--- src/rtl/anabellek_denetleyici_pkg.sv ---
// Shared types and constants for the main-memory controller.
// Holds the FSM states, the owner enum and the block geometry.
package anabellek_paket;

    typedef enum logic [2:0] {
        BOSTA,
        YAZ_BEAT,
        OKU_BEAT,
        OKU_BEKLE,
        TAMAM
    } durum_e;

    typedef enum logic {
        SAHIP_BELLEK,
        SAHIP_GETIR
    } sahip_e;

    localparam int unsigned BEAT_SAYISI   = 4;
    // Number of low address bits dropped to align to a block.
    localparam int unsigned OBEK_HIZALAMA = 4;

    function automatic logic son_beat(input logic [1:0] k);
        return k == 2'(BEAT_SAYISI - 1);
    endfunction

endpackage

--- src/rtl/anabellek_denetleyici_tampon.sv ---
// Block buffer with a word index: loads a full block, reads word k, writes word k.
// obek_sonraki_o exposes the next-state block so the owner can latch a completed refill.
module obek_kelime_tamponu import anabellek_paket::*; #(
    parameter int unsigned KELIME_BIT = 32,
    parameter int unsigned OBEK_BIT   = 128
) (
    input  logic                         clk_i,
    input  logic                         rst_i,
    input  logic                         yukle_i,
    input  logic [OBEK_BIT-1:0]          obek_i,
    input  logic                         yaz_i,
    input  logic [$clog2(BEAT_SAYISI)-1:0] indeks_i,
    input  logic [KELIME_BIT-1:0]        kelime_i,
    output logic [KELIME_BIT-1:0]        kelime_o,
    output logic [OBEK_BIT-1:0]          obek_sonraki_o
);

    logic [OBEK_BIT-1:0] tampon_q, tampon_d;

    always_comb begin
        tampon_d = tampon_q;
        if (yukle_i) begin
            tampon_d = obek_i;
        end else if (yaz_i) begin
            tampon_d[32'(indeks_i) * KELIME_BIT +: KELIME_BIT] = kelime_i;
        end
    end

    always_ff @(posedge clk_i or negedge rst_i) begin
        if (!rst_i) begin
            tampon_q <= '0;
        end else begin
            tampon_q <= tampon_d;
        end
    end

    assign kelime_o       = tampon_q[32'(indeks_i) * KELIME_BIT +: KELIME_BIT];
    assign obek_sonraki_o = tampon_d;

endmodule

--- src/rtl/anabellek_denetleyici.sv ---
// Main-memory controller: arbitrates memory-stage and fetch block requests and
// serialises each 128-bit block into four 32-bit beats on the memory handshake bus.
module anabellek_denetleyici import anabellek_paket::*; #(
    parameter int unsigned ADRES_BIT  = 32,
    parameter int unsigned KELIME_BIT = 32,
    parameter int unsigned OBEK_BIT   = 128
) (
    input  logic                  clk_i,
    input  logic                  rst_i,
    input  logic                  bellek_istek_i,
    input  logic                  bellek_oku_i,
    input  logic                  bellek_yaz_i,
    input  logic [ADRES_BIT-1:0]  bellek_adres_i,
    input  logic [OBEK_BIT-1:0]   bellek_yazilacak_obek_i,
    output logic [OBEK_BIT-1:0]   bellek_okunan_obek_o,
    output logic                  bellek_veri_hazir_o,
    output logic                  anabellek_musait_o,
    input  logic                  getir_istek_i,
    input  logic [ADRES_BIT-1:0]  getir_adres_i,
    output logic [OBEK_BIT-1:0]   getir_okunan_obek_o,
    output logic                  getir_veri_hazir_o,
    output logic                  mem_istek_o,
    output logic                  mem_yaz_o,
    output logic [ADRES_BIT-1:0]  mem_adres_o,
    output logic [KELIME_BIT-1:0] mem_yaz_veri_o,
    input  logic                  mem_kabul_i,
    input  logic [KELIME_BIT-1:0] mem_okunan_veri_i,
    input  logic                  mem_okunan_gecerli_i
);

    localparam logic [ADRES_BIT-1:0] HIZA_MASKE = ~ADRES_BIT'((1 << OBEK_HIZALAMA) - 1);

    durum_e               durum_q, durum_d;
    sahip_e               sahip_q, sahip_d;
    logic [1:0]           k_q, k_d;
    logic [ADRES_BIT-1:0] adres_q, adres_d;
    logic [OBEK_BIT-1:0]  bellek_obek_q, bellek_obek_d;
    logic [OBEK_BIT-1:0]  getir_obek_q, getir_obek_d;

    logic                  tampon_yukle, tampon_yaz, blok_tamam;
    logic [KELIME_BIT-1:0] tampon_kelime;
    logic [OBEK_BIT-1:0]   tampon_sonraki;

    obek_kelime_tamponu #(
        .KELIME_BIT (KELIME_BIT),
        .OBEK_BIT   (OBEK_BIT)
    ) u_tampon (
        .clk_i          (clk_i),
        .rst_i          (rst_i),
        .yukle_i        (tampon_yukle),
        .obek_i         (bellek_yazilacak_obek_i),
        .yaz_i          (tampon_yaz),
        .indeks_i       (k_q),
        .kelime_i       (mem_okunan_veri_i),
        .kelime_o       (tampon_kelime),
        .obek_sonraki_o (tampon_sonraki)
    );

    always_comb begin
        durum_d       = durum_q;
        sahip_d       = sahip_q;
        k_d           = k_q;
        adres_d       = adres_q;
        bellek_obek_d = bellek_obek_q;
        getir_obek_d  = getir_obek_q;
        tampon_yukle  = 1'b0;
        tampon_yaz    = 1'b0;
        blok_tamam    = 1'b0;

        unique case (durum_q)
            BOSTA: begin
                if (bellek_istek_i) begin
                    adres_d = bellek_adres_i & HIZA_MASKE;
                    sahip_d = SAHIP_BELLEK;
                    k_d     = '0;
                    // Write wins when both direction bits are set.
                    case ({bellek_yaz_i, bellek_oku_i})
                        2'b10, 2'b11: begin
                            durum_d      = YAZ_BEAT;
                            tampon_yukle = 1'b1;
                        end
                        default: durum_d = OKU_BEAT;
                    endcase
                end else if (getir_istek_i) begin
                    adres_d = getir_adres_i & HIZA_MASKE;
                    sahip_d = SAHIP_GETIR;
                    k_d     = '0;
                    durum_d = OKU_BEAT;
                end
            end
            YAZ_BEAT: begin
                if (mem_kabul_i) begin
                    k_d = k_q + 2'd1;
                    if (son_beat(k_q)) durum_d = TAMAM;
                end
            end
            OKU_BEAT: begin
                if (mem_kabul_i) begin
                    if (mem_okunan_gecerli_i) begin
                        tampon_yaz = 1'b1;
                        k_d        = k_q + 2'd1;
                        blok_tamam = son_beat(k_q);
                        if (son_beat(k_q)) durum_d = TAMAM;
                    end else begin
                        durum_d = OKU_BEKLE;
                    end
                end
            end
            OKU_BEKLE: begin
                if (mem_okunan_gecerli_i) begin
                    tampon_yaz = 1'b1;
                    k_d        = k_q + 2'd1;
                    blok_tamam = son_beat(k_q);
                    durum_d    = son_beat(k_q) ? TAMAM : OKU_BEAT;
                end
            end
            TAMAM: begin
                durum_d = BOSTA;
                k_d     = '0;
            end
            default: durum_d = BOSTA;
        endcase

        // The refill outputs change only when a read completes, so they stay stable between transfers.
        if (blok_tamam) begin
            if (sahip_q == SAHIP_BELLEK) bellek_obek_d = tampon_sonraki;
            else                         getir_obek_d  = tampon_sonraki;
        end
    end

    always_ff @(posedge clk_i or negedge rst_i) begin
        if (!rst_i) begin
            durum_q       <= BOSTA;
            sahip_q       <= SAHIP_BELLEK;
            k_q           <= '0;
            adres_q       <= '0;
            bellek_obek_q <= '0;
            getir_obek_q  <= '0;
        end else begin
            durum_q       <= durum_d;
            sahip_q       <= sahip_d;
            k_q           <= k_d;
            adres_q       <= adres_d;
            bellek_obek_q <= bellek_obek_d;
            getir_obek_q  <= getir_obek_d;
        end
    end

    assign anabellek_musait_o   = (durum_q == BOSTA);
    assign mem_istek_o          = (durum_q == YAZ_BEAT) || (durum_q == OKU_BEAT);
    assign mem_yaz_o            = (durum_q == YAZ_BEAT);
    assign mem_adres_o          = mem_istek_o ? adres_q + ADRES_BIT'({k_q, 2'b00}) : '0;
    assign mem_yaz_veri_o       = mem_yaz_o ? tampon_kelime : '0;
    assign bellek_veri_hazir_o  = (durum_q == TAMAM) && (sahip_q == SAHIP_BELLEK);
    assign getir_veri_hazir_o   = (durum_q == TAMAM) && (sahip_q == SAHIP_GETIR);
    assign bellek_okunan_obek_o = bellek_obek_q;
    assign getir_okunan_obek_o  = getir_obek_q;

endmodule

--- config.mk ---
export PLATFORM = sky130hd
export DESIGN_NAME = anabellek_denetleyici
export DESIGN_NICKNAME = d
export VERILOG_FILES = /design/src/rtl/anabellek_denetleyici_pkg.sv /design/src/rtl/anabellek_denetleyici_tampon.sv /design/src/rtl/anabellek_denetleyici.sv
export SDC_FILE = /design/constraint.sdc
export NUM_CORES = 1
export LEC_CHECK = 0
export CAP_MARGIN = 20
export CORE_MARGIN = 2
export CORE_UTILIZATION = 45
export DETAILED_ROUTE_END_ITERATION = 10
export GPL_TIMING_DRIVEN = 0
export MAX_ROUTING_LAYER = met4
export PLACE_DENSITY = 0.75
export SYNTH_ARGS = -nofsm -noshare
export SYNTH_HDL_FRONTEND = slang
export SYNTH_SLANG_ARGS = --single-unit
--- constraint.sdc ---
create_clock -name clk_i -period 3.2 [get_ports clk_i]
set_clock_uncertainty 0.2 [all_clocks]
set_input_delay 0.8 -clock clk_i [delete_from_list [all_inputs] [get_ports clk_i]]
set_output_delay 0.8 -clock clk_i [all_outputs]
set_load 0.05 [all_outputs]
==> Word level (Yosys, flattened, before mapping) <==
Cells that the tools add are included.
{ "classes": {"addsub": 3, "n_eq_ne": 11, "shifts": 3, "n_mux": 34, "bitwise_logic": 1, "n_reduce_logical": 12} }
{ "op_table": {"columns": ["cell", "count"], "rows": [
  ["128-bit two-way mux", 2],
  ["128-bit bitwise mux", 1],
  ["32-bit two-way mux", 4],
  ["32-bit by 34-bit variable shift with 128-bit output (first input constant)", 1],
  ["128-bit by 8-bit variable part select with 32-bit output", 1],
  ["32-bit by 34-bit variable part select with 128-bit output", 1],
  ["7-bit negator with 34-bit output", 1],
  ["32-bit by 4-bit adder with 32-bit output", 1],
  ["3-bit two-way mux", 8],
  ["2-bit two-way mux", 6],
  ["3-bit case mux with 4 select lines", 1],
  ["2-bit case mux with 5 select lines", 1],
  ["1-bit two-way mux", 9],
  ["4-bit AND reduction", 2],
  ["2-bit == test (second input constant)", 3],
  ["3-bit by 2-bit == test with 1-bit output (second input constant)", 2],
  ["2-bit AND reduction", 3],
  ["5-bit nonzero test", 1],
  ["2-bit inequality test (second input constant)", 2],
  ["1-bit case mux with 2 select lines", 2],
  ["3-bit by 1-bit == test with 1-bit output (second input constant)", 1],
  ["3-bit == test (second input constant)", 1],
  ["3-bit logical NOT", 1],
  ["3-bit by 2-bit inequality test with 1-bit output (second input constant)", 1],
  ["other kinds (7)", 8]
]} }
{ "totals": {"regBits": 422, "in_bits": 232, "out_inout_bits": 325, "elab_cells": 71} }

==> Depth between registers and ports, before layout <==
{ "logic_depth": {"ltp_word": 6, "depth_mapped": 11, "depth_no_buf": 6} }

==> Modules after synthesis <==
Synthesis repeated with hierarchy kept, for this count alone.
{ "hier_totals": {"hier_cells": 1571, "hier_area_um2": 19199.7} }
{ "by_module_without_submodules": {"columns": ["mod", "n_inst", "cells_each", "area_per_inst_um2", "seq_area_each_um2"], "rows": [
  ["anabellek_denetleyici", 1, 793, 11762.5, 7257.0],
  ["obek_kelime_tamponu", 1, 778, 7437.1, 3203.1]
]} }

==> Worst setup path after synthesis <==
Ideal clock, no wire load.
{ "synth_timing": {"path_kind": "flip-flop to output port", "from": "register k_q[0]", "to": "output port mem_adres_o[2]", "arrival_time_ns": 2.230, "required_time_ns": 2.200, "slack_ns": -0.030, "path_stages_with_launch": 5, "path_buffers": 2, "cell_sequence": "dfrtp_1 buf_2 buf_2 inv_1 nor3_1"} }
{ "synth_via": {"elab_chain_len": 2} }
{ "synth_rtl": {"columns": ["element", "line_no", "source"], "rows": [
  ["start: declaration", "anabellek_denetleyici.sv:35", "logic [1:0] k_q, k_d;"],
  ["start signal: assignment", "anabellek_denetleyici.sv:142", "k_q <= k_d;"],
  ["32-bit by 4-bit adder with 32-bit output", "anabellek_denetleyici.sv:152", "assign mem_adres_o = mem_istek_o ? adres_q + ADRES_BIT'({k_q, 2'b00}) : '0;"],
  ["32-bit two-way mux", "anabellek_denetleyici.sv:152", null],
  ["end: declaration", "anabellek_denetleyici.sv:24", "output logic [ADRES_BIT-1:0] mem_adres_o,"]
]} }
Every way passes these cells.

==> Worst setup path after layout <==
{ "layout_timing": {"from": "register k_q[1]", "to": "register getir_obek_q[104] (netlist: getir_okunan_obek_o[104])"} }
{ "layout_via": {"elab_chain_len": 5, "word_cells_on_any_way": 11} }
{ "layout_rtl": {"columns": ["element", "line_no", "source"], "rows": [
  ["7-bit negator with 34-bit output or 2-bit == test (tied branches)", "anabellek_denetleyici_tampon.sv:25, anabellek_denetleyici_pkg.sv:23", null],
  ["32-bit by 34-bit variable part select with 128-bit output (tied with other cells)", "anabellek_denetleyici_tampon.sv:25", "tampon_d[32'(indeks_i) * KELIME_BIT +: KELIME_BIT] = kelime_i;"],
  ["128-bit bitwise mux or 1-bit two-way mux (tied branches)", "anabellek_denetleyici_tampon.sv:25, anabellek_denetleyici.sv:98", null],
  ["128-bit two-way mux or 1-bit case mux with 2 select lines (tied branches)", "anabellek_denetleyici_tampon.sv:24, anabellek_denetleyici.sv:70", null],
  ["128-bit two-way mux or 2-bit AND reduction (tied branches)", null, null],
  ["end signal: assignment", "anabellek_denetleyici.sv:145", "getir_obek_q <= getir_obek_d;"],
  ["end: declaration", "anabellek_denetleyici.sv:38", "logic [OBEK_BIT-1:0] getir_obek_q, getir_obek_d;"]
]} }
Several ways; a longest one is shown, not always the timed one.
A chain may end at the register's enable or synchronous reset.

==> results.toml <==
[global_routing]
grtUsageTotal_pct = 30.9
grt_pass1_wl_mm = 104
antenna_found_initial = 18
grt_pass1_vias = 16000
grt_max_degree = 119
grt_overflow_total = 0

[clocking]
clk_latency_ns = 0.58
clk_path_buf_depth = 3
clockRootBuffer = "clkbuf_16"
clock_sinks = 418
htreeDepth = 2
cts_tree = "yes"
cts_buffers = 45
path_clk_slew_ns = 0.06

[setup_path]
cp.required_ns = 3.49
crit_cells = 10
r2r_end = "getir_okunan_obek_o[104]$_DFFE_PN0P_"
cp_top_family = "buffers and inverters"
crit_end = "getir_okunan_obek_o[104]$_DFFE_PN0P_"
path_class = "flip-flop to flip-flop"
r2r_slack_ns = 0.04
r2r_cells = 10
cp-start-kind = "flip-flop"
endpoint_kind = "flip-flop"
crit_chain = "buf_6 -> clkbuf_8 -> inv_1 -> ha_2 -> buf_4 -> nor4b_4 -> clkbuf_4 -> nand2_1 -> o21ai_1 -> mux2_2"
crit_buf_inv = 5
max_stage_delay_ns = 0.42
cpMaxStageDelayCell = "dfrtp_1"
cp_max_fo = 10
cp_data_arrival_time_ns = 3.45
crit_path_start = "k_q[1]$_DFFE_PN0P_"
rr_startpoint = "k_q[1]$_DFFE_PN0P_"

[timing]
setup_violations = 0
worstMarginPinSlew_ns = 1.05
hold_viol = 0
maxSlewHeadroom_pct = 30.0
min_period_over_period_pct = 98.8
rsz0062_at_grt = "yes"
setup_tns_ns = 0
slew_viol_final = 0
fmax_mhz = 316
min_period_ns = 3.16

[floorplan]
coreArea_mm2 = 0.0443
die_w_um = 216
io_pins = 557
num_rows = 77
die_area_mm2 = 0.0466
die_y_um = 216
floorplan.initialDensity_pct = 45.6

[route]
vias_per_cell = 5.38
wl_mm = 70.9
ant_nets = 0
vias = 15400
wire_per_inst_um = 24.8
drtIter0Drc = 1279
drc = 0
dr.pass1.iters = 5

[synth]
synth_cells = 1605
yosysTopAreaCellShare_pct = 51.7
synth_largest_area_cell = "dfrtp_1"
post_synth.cell_area_avg_um2 = 12.6
synth_area_mm2 = 0.0202
synth_ff_type = "dfrtp_1"
synth_edf_count = 0
yosysUniqueCellTypes = 41
synthArstFlopShare_pct = 100
synth_common_cells = "dfrtp_1 (418), mux2_2 (302), nand2_1 (131)"
synth.area.top_cells = "dfrtp_1 (52%), mux2_2 (17%), mux2i_1 (6.2%)"
seq_area_frac_synth_pct = 51.7
synth.most_common_cell = "dfrtp_1"
synth_warnings = 0
synth-seq-cells = 418

[power]
p_per_area_mw_per_mm2 = 1100
power.total_mw = 31.3
ir_drop_mv = 0.751
leakage_nw = 12.6

[final_layout]
area_delta_synth_final_pct = 40.5
drive_gt1_share_pct = 30.7
fin_nets = 2448

[placement]
port_buffers = 544
hpwl_mm = 52.4
gp_congestion = 0.895

[outcome]
status = "finished, final reports clean"

[hold_path]
hold_class = "flip-flop to flip-flop"

[job]
maxCapViolCount = 0
layout by cell type, fill, tap and decap left out, types with 25 or more instances in the layout:
cell type / netlist / final
a21oi_1: 31 / 31
and2_1: 30 / 29
buf_2: 41 / 51
buf_4: 19 / 43
buf_6: 15 / 42
clkbuf_1: 32 / 25
clkbuf_16: 0 / 49
clkdlybuf4s50_1: 0 / 476
dfrtp_1: 418 / 417
inv_1: 125 / 124
mux2_2: 302 / 302
mux2_4: 71 / 71
mux2i_1: 126 / 101
mux4_2: 32 / 32
nand2_1: 131 / 131
nand3_1: 32 / 32
nor2_1: 38 / 36
nor2b_1: 33 / 32
o21ai_0: 63 / 50
report_power, final:
group          leakage (nW)  switching [mW]  internal (mW)
logic                  6.48            10.8           6.70
clock network         0.706            2.21           2.95
registers              5.45            1.25           7.37
total                  12.6            14.3           17.0
flip-flops by register name (all words and copies together), names as in the netlist:
name / cells
durum_q: 3
u_tampon.tampon_q: 128
sahip_q: 1
adres_q: 28
getir_okunan_obek_o: 128
bellek_okunan_obek_o: 128
k_q: 2
routing by layer:
layer | global-route usage [%] | routed length [um] | vias up
met5 | - | 0 | -
met4 | 10.3 | 2380 | 0
met3 | 7.00 | 5320 | 127
met2 | 50.0 | 34700 | 690
met1 | 38.5 | 28400 | 7837
li1 | - | - | 6714
worst reg2reg max path: stages (launching register included):
cell	delay, ns
dfrtp_1	0.42
buf_6	0.17
clkbuf_8	0.19
inv_1	0.18
ha_2	0.33
buf_4	0.19
nor4b_4	0.37
clkbuf_4	0.32
nand2_1	0.11
o21ai_1	0.37
mux2_2	0.24
layout make-up:
class / instances / area (um^2)
fillers: 3409 / 15900
flip-flops and latches: 418 / 10500
multi-input cells: 949 / 8850
repair buffers: 558 / 5550
clock buffers: 64 / 1320
plain buffers: 113 / 862
well taps: 592 / 741
inverters: 125 / 473
clock inverters: 16 / 123
diodes: 19 / 47.5
what timing repair did:
action,in CTS,in global routing
gates resized for setup,424,83
hold buffers,1,0
pin swaps,1,2
endpoints found under the hold margin,5,0
endpoints found under the setup margin,448,314
buffers inserted,4,4
cloned,0,2
worst min-delay path by stage:
| stage | start | end | slack, ns | cells after the start |
|---|---|---|---|---|
| after global routing | getir_okunan_obek_o[114]$_DFFE_PN0P_ | getir_okunan_obek_o[114]$_DFFE_PN0P_ | 0.32 | 1 |
| after detailed placement | bellek_okunan_obek_o[113]$_DFFE_PN0P_ | bellek_okunan_obek_o[113]$_DFFE_PN0P_ | 0.28 | 1 |
| after floorplan | adres_q[10]$_DFFE_PN0P_ | adres_q[10]$_DFFE_PN0P_ | 0.29 | 2 |
| final | bellek_okunan_obek_o[113]$_DFFE_PN0P_ | bellek_okunan_obek_o[113]$_DFFE_PN0P_ | 0.29 | 1 |
| after global placement | bellek_okunan_obek_o[126]$_DFFE_PN0P_ | bellek_okunan_obek_o[126]$_DFFE_PN0P_ | 0.27 | 1 |
| after CTS | bellek_okunan_obek_o[113]$_DFFE_PN0P_ | bellek_okunan_obek_o[113]$_DFFE_PN0P_ | 0.29 | 1 |
through the flow:
| step | hold WS [ns] | area, um^2 | util, % | std cells | setup slack (ns) |
|---|---|---|---|---|---|
| after floorplan | 0.287 | 20200 | - | 1606 | 0.196 |
| after global placement | 0.271 | 26400 | 59.6 | 2742 | -17.25 |
| after detailed placement | 0.277 | 26500 | 59.8 | 2745 | -1.59 |
| after CTS | 0.290 | 28100 | 63.5 | 2829 | 0.000216 |
| after global routing | 0.315 | 28400 | 64.1 | 2853 | -0.0215 |
| final | 0.286 | 28400 | 64.1 | 2854 | 0.0392 |
cell families (layout without fill, tap and decap cells):
group | Yosys count | count (layout) | share of synthesized area, %
buffers and inverters | 239 | 876 | 5.60
multiplexers | 542 | 542 | 32.5
AO/OA/AOI/OAI | 108 | 108 | 2.91
AND/OR/NAND/NOR | 290 | 290 | 6.83
adder cells (fa/ha/maj) | 6 | 6 | 0.371
XOR/XNOR | 1 | 1 | 0.0433
flip-flops | 418 | 418 | 51.7
other | 1 | 21 | 0.0185
No activity file was read; power rests on OpenSTA's default activity.
